`config.mk`:
```
export PLATFORM = sky130hd
export DESIGN_NAME = prefix_counter
export DESIGN_NICKNAME = d
export VERILOG_FILES = /design/src/rtl/prefix_counter.sv
export SDC_FILE = /design/constraint.sdc
export NUM_CORES = 1
export LEC_CHECK = 0
export BUFFER_PORTS_ARGS = -buffer_cell sky130_fd_sc_hd__buf_2
export CORE_AREA = 3 3 43 45
export CTS_BUF_LIST = sky130_fd_sc_hd__clkbuf_4 sky130_fd_sc_hd__clkbuf_8
export DETAILED_ROUTE_END_ITERATION = 8
export DIE_AREA = 0 0 46 48
export PLACE_DENSITY = 0.73
export SLEW_MARGIN = 0
export SYNTH_ARGS = -nofsm -noshare
export SYNTH_HDL_FRONTEND = slang
export SYNTH_HIERARCHICAL = 1
export SYNTH_SLANG_ARGS = --single-unit
```
`constraint.sdc`:
```
create_clock -name clk_i -period 1.77 [get_ports clk_i]
set_clock_uncertainty 0.15 [all_clocks]
set_input_delay 0.2655 -clock clk_i [delete_from_list [all_inputs] [get_ports clk_i]]
set_output_delay 0.2655 -clock clk_i [all_outputs]
set_load 0.1 [all_outputs]
```
`src/rtl/prefix_counter.sv`:
```
// prefix_counter: loadable up/down counter whose carry/borrow chain is a prefix-AND tree.
// Define LAU_COUNTER_SATURATE_EN to make enabled steps at terminal count hold instead of wrap.
package lau_pkg;
    typedef enum logic [1:0] {SLOW, MEDIUM, FAST} speed_e;
endpackage

module prefix_and #(
    parameter int              width = 8,
    parameter lau_pkg::speed_e speed = lau_pkg::FAST
) (
    input  logic [width-1:0] pi_i,
    output logic [width-1:0] po_o
);
    localparam int L = $clog2(width);
    localparam int N = (speed == lau_pkg::MEDIUM) ? 2 * L : L;
    genvar s, i;
    if (speed == lau_pkg::SLOW || N == 0) begin : g_serial
        for (i = 0; i < width; i++) begin : g_c
            logic c;
            if (i == 0) begin : g_first
                assign c = pi_i[0];
            end else begin : g_next
                assign c = g_c[i-1].c & pi_i[i];
            end
            assign po_o[i] = c;
        end
    end else begin : g_tree
        // MEDIUM: Brent-Kung up-sweep then down-sweep; FAST: Sklansky doubling stages
        for (s = 0; s < N; s++) begin : g_s
            localparam int lv = (s < L) ? s : 2 * L - 1 - s;
            localparam int st = 1 << lv;
            logic [width-1:0] a, b;
            if (s == 0) begin : g_in
                assign a = pi_i;
            end else begin : g_prev
                assign a = g_s[s-1].b;
            end
            for (i = 0; i < width; i++) begin : g_b
                localparam bit hit = (speed == lau_pkg::FAST) ? (((i >> lv) & 1) == 1)
                                   : (s < L) ? ((i + 1) % (2 * st) == 0)
                                   : (i >= 3 * st - 1 && (i + 1 - st) % (2 * st) == 0);
                localparam int src = (speed == lau_pkg::FAST) ? ((i >> lv) << lv) - 1 : i - st;
                if (hit) begin : g_and
                    assign b[i] = a[i] & a[src];
                end else begin : g_pass
                    assign b[i] = a[i];
                end
            end
        end
        assign po_o = g_s[N-1].b;
    end
endmodule

module prefix_counter #(
    parameter int              width = 8,
    parameter lau_pkg::speed_e speed = lau_pkg::FAST
) (
    input  logic             clk_i,
    input  logic             rst_ni,
    input  logic             clr_i,
    input  logic             load_i,
    input  logic [width-1:0] load_val_i,
    input  logic             en_i,
    input  logic             down_i,
    output logic [width-1:0] cnt_o,
    output logic             tc_o,
    output logic             ovf_o
);
    logic [width-1:0] cnt_q, cnt_d, pi, po, t, step;
    logic             ovf_q, ovf_d;
    assign pi = down_i ? ~cnt_q : cnt_q;
    prefix_and #(.width(width), .speed(speed)) u_prefix (
        .pi_i(pi),
        .po_o(po)
    );
    assign t    = (po << 1) | width'(1'b1);
    assign tc_o = po[width-1];
`ifdef LAU_COUNTER_SATURATE_EN
    assign step = tc_o ? cnt_q : cnt_q ^ t;
`else
    assign step = cnt_q ^ t;
`endif
    always_comb begin
        cnt_d = clr_i ? '0 : load_i ? load_val_i : en_i ? step : cnt_q;
        ovf_d = !clr_i && !load_i && en_i && tc_o;
    end
    always_ff @(posedge clk_i or negedge rst_ni) begin
        if (!rst_ni) begin
            cnt_q <= '0;
            ovf_q <= 1'b0;
        end else begin
            cnt_q <= cnt_d;
            ovf_q <= ovf_d;
        end
    end
    assign cnt_o = cnt_q;
    assign ovf_o = ovf_q;
endmodule

```
==> impl_metrics.ini, run 1 <==
[clock_network]
ctsHtreeMaxLevel = 1
cts.reportedPaths.clkPinSlew_ns = 0.08
cts_tree = done
tritoncts.num_buffers = 3
clkLatencyLatePin_ns = 0.28
tritoncts_num_sinks = 9
cts_root_buffer = sky130_fd_sc_hd__clkbuf_4
number_of_buffers_on_the_longest_clock_path = 2

[timing]
timing.final.crit_period_ns = 2.01
tightest_slew_ns = 0.546
setup_ws_ns = -0.237
fmax_mhz = 498
final_cycle_utilization_of_the_critical_path_pct = 113
report.final.setup_viol = 3
unrepaired_setup_endpoints_after_global_routing = yes
report.final.hold_viol_count = 0
fin_setup_tns_ns = -0.322
slew-limit-headroom_pct = 63.6
drv_slew = 0
worst_hold_slack_ns = 0.0707

[global_route]
grt_first_pass_wirelength_um = 2530
track_usage_pct = 17.5
globalRoute.totalOverflow = 0
number_of_antenna_violations_at_the_first_check_in_global_routing = 0
number_of_global_route_vias_before_repair = 545
grt_start_max_net_pins = 25

[synthesis]
synth-edff-count = 0
synth-seq-cells = 9
yosys_warning_count = 6
post_synth_arst_share_pct = 100
syn-cell-area_um2 = 667
synth_cell_type_count = 20
syn_avg_cell_area_um2 = 9.95
synthFlopType = sky130_fd_sc_hd__dfrtp_1
postSynthNetCount = 81
ys_seq_area_share_pct = 33.8
synthCells = 67

[placed_design]
place.detailed.hpwl_um = 1110
placement.io_buffers = 23
place_worst_setup_slack_ns = -0.118
final_estimated_routing_congestion_in_global_placement = 0.681

[pwr]
powerDensity_nw_per_um2 = 683
power.clock.fraction_pct = 25.0
cell_internal_pwr_mw = 0.445
vdd_drop_max_uv = 500
total_switching_power_mw = 0.342
p_leak_nw = 0.519
power.share.combinational_pct = 43.4
power.sequential.fraction_pct = 31.6
swShare_pct = 43.5

[setup_path]
worstPathBufferInverterCount = 1
worst-r2r-setup-slack_ns = -0.05
critical_path_cell_by_cell = xor2_2 > nand3_2 > nor3_4 > buf_12
crit_fanout = 2
regToRegStartpoint = cnt_o[4]$_DFFE_PN0P_
worst-endpoint-required_ns = 1.35
launching_instance_or_port_of_the_critical_path = cnt_o[4]$_DFFE_PN0P_
critPathCaptureType = output pin
critical_path.max_stage_delay_ns = 0.49
ff2ff_path_depth = 6
worstSetupStartpointType = flip-flop
worstPathArrival_ns = 1.59
cp_slowest_cell = sky130_fd_sc_hd__dfrtp_4
timing.setup.critical_path_class = reg2out
critical_path_s_top_delay_family = flip-flops
reg2reg_to = cnt_o[7]$_DFFE_PN0P_

[layout]
final_net_count = 118
mostFrequentLayoutCells = sky130_fd_sc_hd__buf_2 (22), sky130_fd_sc_hd__buf_4 (12), sky130_fd_sc_hd__inv_1 (9)
area.growth.synth_to_final_pct = 73.0
layout.cells.most_common = sky130_fd_sc_hd__buf_2
antennaDiodeCount = 0
drive_gt1_share_pct = 71.8

[detailed_routing]
detailedRoute.firstPassIterationCount = 3
route.final.wire_length_um = 1880
drt-vias-per-instance = 5.53
drt-wirelength-per-cell_um = 15.8
routed-via-count = 658
count_of_nets_left_with_antenna_violations_after_detail_routing = 0
drc = 0
drt-initial-drc-count = 2

[floorplanning]
die_x_um = 46
initial_utilization_pct = 44.3
core.rowCount = 14
die_area_um2 = 2210
io_pins = 24
coreArea_um2 = 1510
die_h_um = 48

[min_path]
min_delay_path_depth = 3
holdPathEnd = cnt_o[5]$_DFFE_PN0P_
timing.hold.worst.class = in2reg
hold_path.startpoint = load_val_i[5]

[status]
status = finished with violations
failing_checks = negative setup slack

[flow_run]
max_cap_violations = 0
==> tightest hold or removal path, stage by stage <==
cell and delay (ns):
sky130_fd_sc_hd__buf_2 0.09, sky130_fd_sc_hd__inv_1 0.05, sky130_fd_sc_hd__a2111oi_2 0.06
==> timing repair <==
action,in CTS,in global routing
hold endpoints to repair,9,0
setup buffers,4,4
setup endpoints to repair,5,7
resized for setup,11,15
hold buffers,1,0
pin swaps,4,7
==> area by class of cell <==
class | count | area, um^2
Timing Repair Buffer | 37 | 241
Multi-Input combinational cell | 43 | 574
Inverter | 10 | 37.5
Tap cell | 16 | 20.0
Clock buffer | 4 | 30.0
Sequential cell | 9 | 250
Fill cell | 114 | 353
==> metrics by stage <==
step                      utilization [%]  area (um^2)  cells  power, mW
after global placement               58.5          881    106      0.505
after CTS                            69.0         1040    115      0.740
after global routing                 76.6         1150    119      0.817
final                                76.6         1150    119      0.788
after floorplan                         -          733     67      0.448
after detailed placement             58.5          881    106      0.511
==> how the worst max path moves through the flow <==
stage | end | slack [ns] | cells past startpoint
after floorplan | ovf_o$_DFF_PN0_ | -0.55 | 5
after global placement | tc_o | -0.04 | 5
after detailed placement | cnt_o[7]$_DFFE_PN0P_ | -0.12 | 6
after CTS | tc_o | -0.17 | 4
after global routing | tc_o | -0.29 | 4
final | tc_o | -0.24 | 4
==> synthesized netlist by cell type (2+ instances only) <==
| master | count | area, um^2 |
|---|---|---|
| sky130_fd_sc_hd__and4b_1 | 7 | 70.1 |
| sky130_fd_sc_hd__xor2_1 | 8 | 70.1 |
| sky130_fd_sc_hd__a2111oi_1 | 4 | 40.0 |
| sky130_fd_sc_hd__a2111oi_2 | 3 | 45.0 |
| sky130_fd_sc_hd__nand2_1 | 2 | 7.51 |
| sky130_fd_sc_hd__nor3_1 | 2 | 10.0 |
| sky130_fd_sc_hd__inv_1 | 10 | 37.5 |
| sky130_fd_sc_hd__a211oi_1 | 8 | 60.1 |
| sky130_fd_sc_hd__dfrtp_1 | 9 | 225 |
| sky130_fd_sc_hd__buf_6 | 2 | 22.5 |
| sky130_fd_sc_hd__buf_2 | 2 | 10.0 |
| sky130_fd_sc_hd__nor2_1 | 2 | 7.51 |
==> power groups by stage <==
stage / Combinational, mW / Clock [mW] / Sequential [mW]
after CTS: 0.299 / 0.192 / 0.249
after detailed placement: 0.261 / 0 / 0.250
after global routing: 0.363 / 0.203 / 0.252
after floorplan: 0.0956 / 0 / 0.352
after global placement: 0.256 / 0 / 0.249
final: 0.342 / 0.197 / 0.249
==> registers in the layout (all words and copies together), names as in the netlist <==
name   count
cnt_o      8
ovf_o      1
==> routing by layer <==
layer | track usage [%] | routed length (um) | up-vias | part of all wire, %
met1 | 19.9 | 761 | 314 | 40
met3 | 3.76 | 89 | 7 | 4.7
met5 | 0 | 0 | - | 0
met4 | 15.9 | 70 | 0 | 3.7
met2 | 27.5 | 961 | 21 | 51
li1 | - | - | 316 | -
==> cell families (layout without fill, tap and decap cells) <==
kind of cell / Yosys count / after routing / synth area share [%]
DFF: 9 / 9 / 33.8
xor gates and xnor gates: 9 / 9 / 11.8
and+or+nand+nor: 19 / 19 / 21.0
buffers and inverters: 15 / 51 / 11.6
AOI/OAI and AO/OA: 15 / 15 / 21.8
No activity file was read; power rests on OpenSTA's default activity.
==> run 2, diff against run 1 <==
- clock period: 1.77 -> 1.6 ns (I/O delays scaled with it)
==> impl_metrics.ini, run 2 (synthesis gave the netlist of run 1 again) <==
[placed_design]
final_estimated_routing_congestion_in_global_placement = 0.768
placement.io_buffers = 23
place.detailed.hpwl_um = 1080

[layout]
flip_flop_count_of_the_largest_register_after_layout = 8
drive_gt1_share_pct = 74.3
finish.utilization_pct = 85.2
final.fill_count = 78
final_net_count = 120
area.growth.synth_to_final_pct = 92.5
mostFrequentLayoutCells = sky130_fd_sc_hd__buf_2 (15), sky130_fd_sc_hd__buf_4 (12), sky130_fd_sc_hd__inv_1 (9)
layout.cells.most_common = sky130_fd_sc_hd__buf_2
antennaDiodeCount = 0

[status]
failing_checks = negative setup slack
status = finished with violations

[detailed_routing]
drc = 0
count_of_nets_left_with_antenna_violations_after_detail_routing = 0
detailedRoute.firstPassIterationCount = 5
routed-via-count = 728
drt-wirelength-per-cell_um = 19.1
route.final.wire_length_um = 2310
drt-initial-drc-count = 10
drt-vias-per-instance = 6.02

[timing]
slew-limit-headroom_pct = 64.6
tightest_slew_ns = 0.532
drv_slew = 0
unrepaired_setup_endpoints_after_global_routing = yes
fmax_mhz = 500
setup_ws_ns = -0.401
final_cycle_utilization_of_the_critical_path_pct = 125
report.final.hold_viol_count = 0
timing.final.crit_period_ns = 2.00
report.final.setup_viol = 8

[setup_path]
critical_path.max_stage_delay_ns = 0.30
worstPathArrival_ns = 1.61
worstSetupStartpointType = input port
critPathCaptureType = output pin
critical_path_s_top_delay_family = buffers and inverters
crit_path_frequent_cell = sky130_fd_sc_hd__buf_4
critical_path_cell_by_cell = buf_4 > buf_4 > buf_4 > xor2_1 > inv_1 > nor3_4 > buf_12
worst-endpoint-required_ns = 1.21
cp_slowest_cell = sky130_fd_sc_hd__buf_4
timing.setup.critical_path_class = in2out
crit_fanout = 7
worstPathBufferInverterCount = 5

[global_route]
track_usage_pct = 20.0
grt_first_pass_wirelength_um = 2950
number_of_antenna_violations_at_the_first_check_in_global_routing = 0
grt_start_max_net_pins = 25
globalRoute.totalOverflow = 0
number_of_global_route_vias_before_repair = 626

[floorplanning]
coreArea_um2 = 1510
die_x_um = 46
io_pins = 24
die_area_um2 = 2210
die_h_um = 48
initial_utilization_pct = 44.3
core.rowCount = 14

[pwr]
cell_internal_pwr_mw = 0.547
power.clock.fraction_pct = 22.2
vdd_drop_max_uv = 580
power.sequential.fraction_pct = 29.5
p_leak_nw = 0.559
powerDensity_nw_per_um2 = 734
design_power_total_mw = 0.943
power.share.combinational_pct = 48.3
swShare_pct = 42.0
total_switching_power_mw = 0.395

[clock_network]
cts_root_buffer = sky130_fd_sc_hd__clkbuf_4
tritoncts.num_buffers = 3
tritoncts_num_sinks = 9
number_of_buffers_on_the_longest_clock_path = 2
cts.reportedPaths.clkPinSlew_ns = 0.08
clkLatencyLatePin_ns = 0.27
cts_tree = done
ctsHtreeMaxLevel = 1

[min_path]
timing.hold.worst.class = in2reg

[flow_run]
max_cap_violations = 0
## run 2: cell types whose count changed in the layout (fill, tap and decap cells not counted), moves of 2 or more
| cell | delta |
|---|---|
| sky130_fd_sc_hd__a2111oi_2 | +2 |
| sky130_fd_sc_hd__a2111oi_4 | -2 |
| sky130_fd_sc_hd__buf_12 | +6 |
| sky130_fd_sc_hd__buf_2 | -7 |
| sky130_fd_sc_hd__buf_6 | +3 |
| sky130_fd_sc_hd__xor2_2 | -2 |
| sky130_fd_sc_hd__xor2_4 | +2 |
## run 2: routing by layer
layer	share of wire (%)	global-route usage, %
met1	41	24.2
met5	0	0
met4	6.5	10.2
met3	7.5	5.64
met2	45	32.1
## run 2: area by class of cell
type | instances | area (um^2) | area share [%]
Timing Repair Buffer | 39 | 360 | 28.1
Sequential cell | 9 | 250 | 19.5
Inverter | 10 | 37.5 | 2.92
Multi-Input combinational cell | 43 | 586 | 45.6
Tap cell | 16 | 20.0 | 1.56
Clock buffer | 4 | 30.0 | 2.34
## run 2: what timing repair did
action / in CTS / in global routing
pin swaps: 5 / 7
resized for setup: 8 / 24
endpoints found under the hold margin: 9 / 0
hold buffers: 1 / 0
endpoints found under the setup margin: 8 / 9
setup buffers: 4 / 2
## run 2: stage by stage
stage | cell area [um^2] | hold slack (ns) | instances | setup TNS (ns) | setup WS [ns]
after CTS | 1150 | 0.0459 | 119 | -1.33 | -0.326
final | 1280 | 0.0574 | 121 | -1.70 | -0.401
after global placement | 1010 | -0.0411 | 110 | -0.728 | -0.187
after global routing | 1280 | 0.0608 | 121 | -2.18 | -0.440
after floorplan | 743 | -0.206 | 67 | -2.36 | -0.718
after detailed placement | 1010 | -0.0375 | 110 | -1.08 | -0.263
## run 2: power groups by stage
stage / combinational (mW) / sequential, mW / clock (mW)
6_report: 0.455 / 0.278 / 0.210
5_1_grt: 0.474 / 0.280 / 0.226
4_1_cts: 0.388 / 0.273 / 0.214
3_5_place_dp: 0.347 / 0.274 / 0
3_3_place_gp: 0.342 / 0.274 / 0
2_1_floorplan: 0.110 / 0.390 / 0
## run 2: tightest hold or removal path, cell delays in order
cell                        delay, ns
sky130_fd_sc_hd__buf_2           0.09
sky130_fd_sc_hd__inv_1           0.05
sky130_fd_sc_hd__a2111oi_2       0.06
## run 2: final timing paths
check | start | end | slack [ns] | depth (start not counted)
setup / recovery | down_i | tc_o | -0.40 | 7
hold / removal | load_val_i[6] | cnt_o[6]$_DFFE_PN0P_ | 0.06 | 3
setup reg to reg | cnt_o[4]$_DFFE_PN0P_ | cnt_o[7]$_DFFE_PN0P_ | -0.35 | 7
hold reg to reg | cnt_o[7]$_DFFE_PN0P_ | cnt_o[7]$_DFFE_PN0P_ | 0.54 | 2
max in group asynchronous | rst_ni | cnt_o[0]$_DFFE_PN0P_ | 0.85 | 2
min in group asynchronous | rst_ni | ovf_o$_DFF_PN0_ | 0.22 | 2
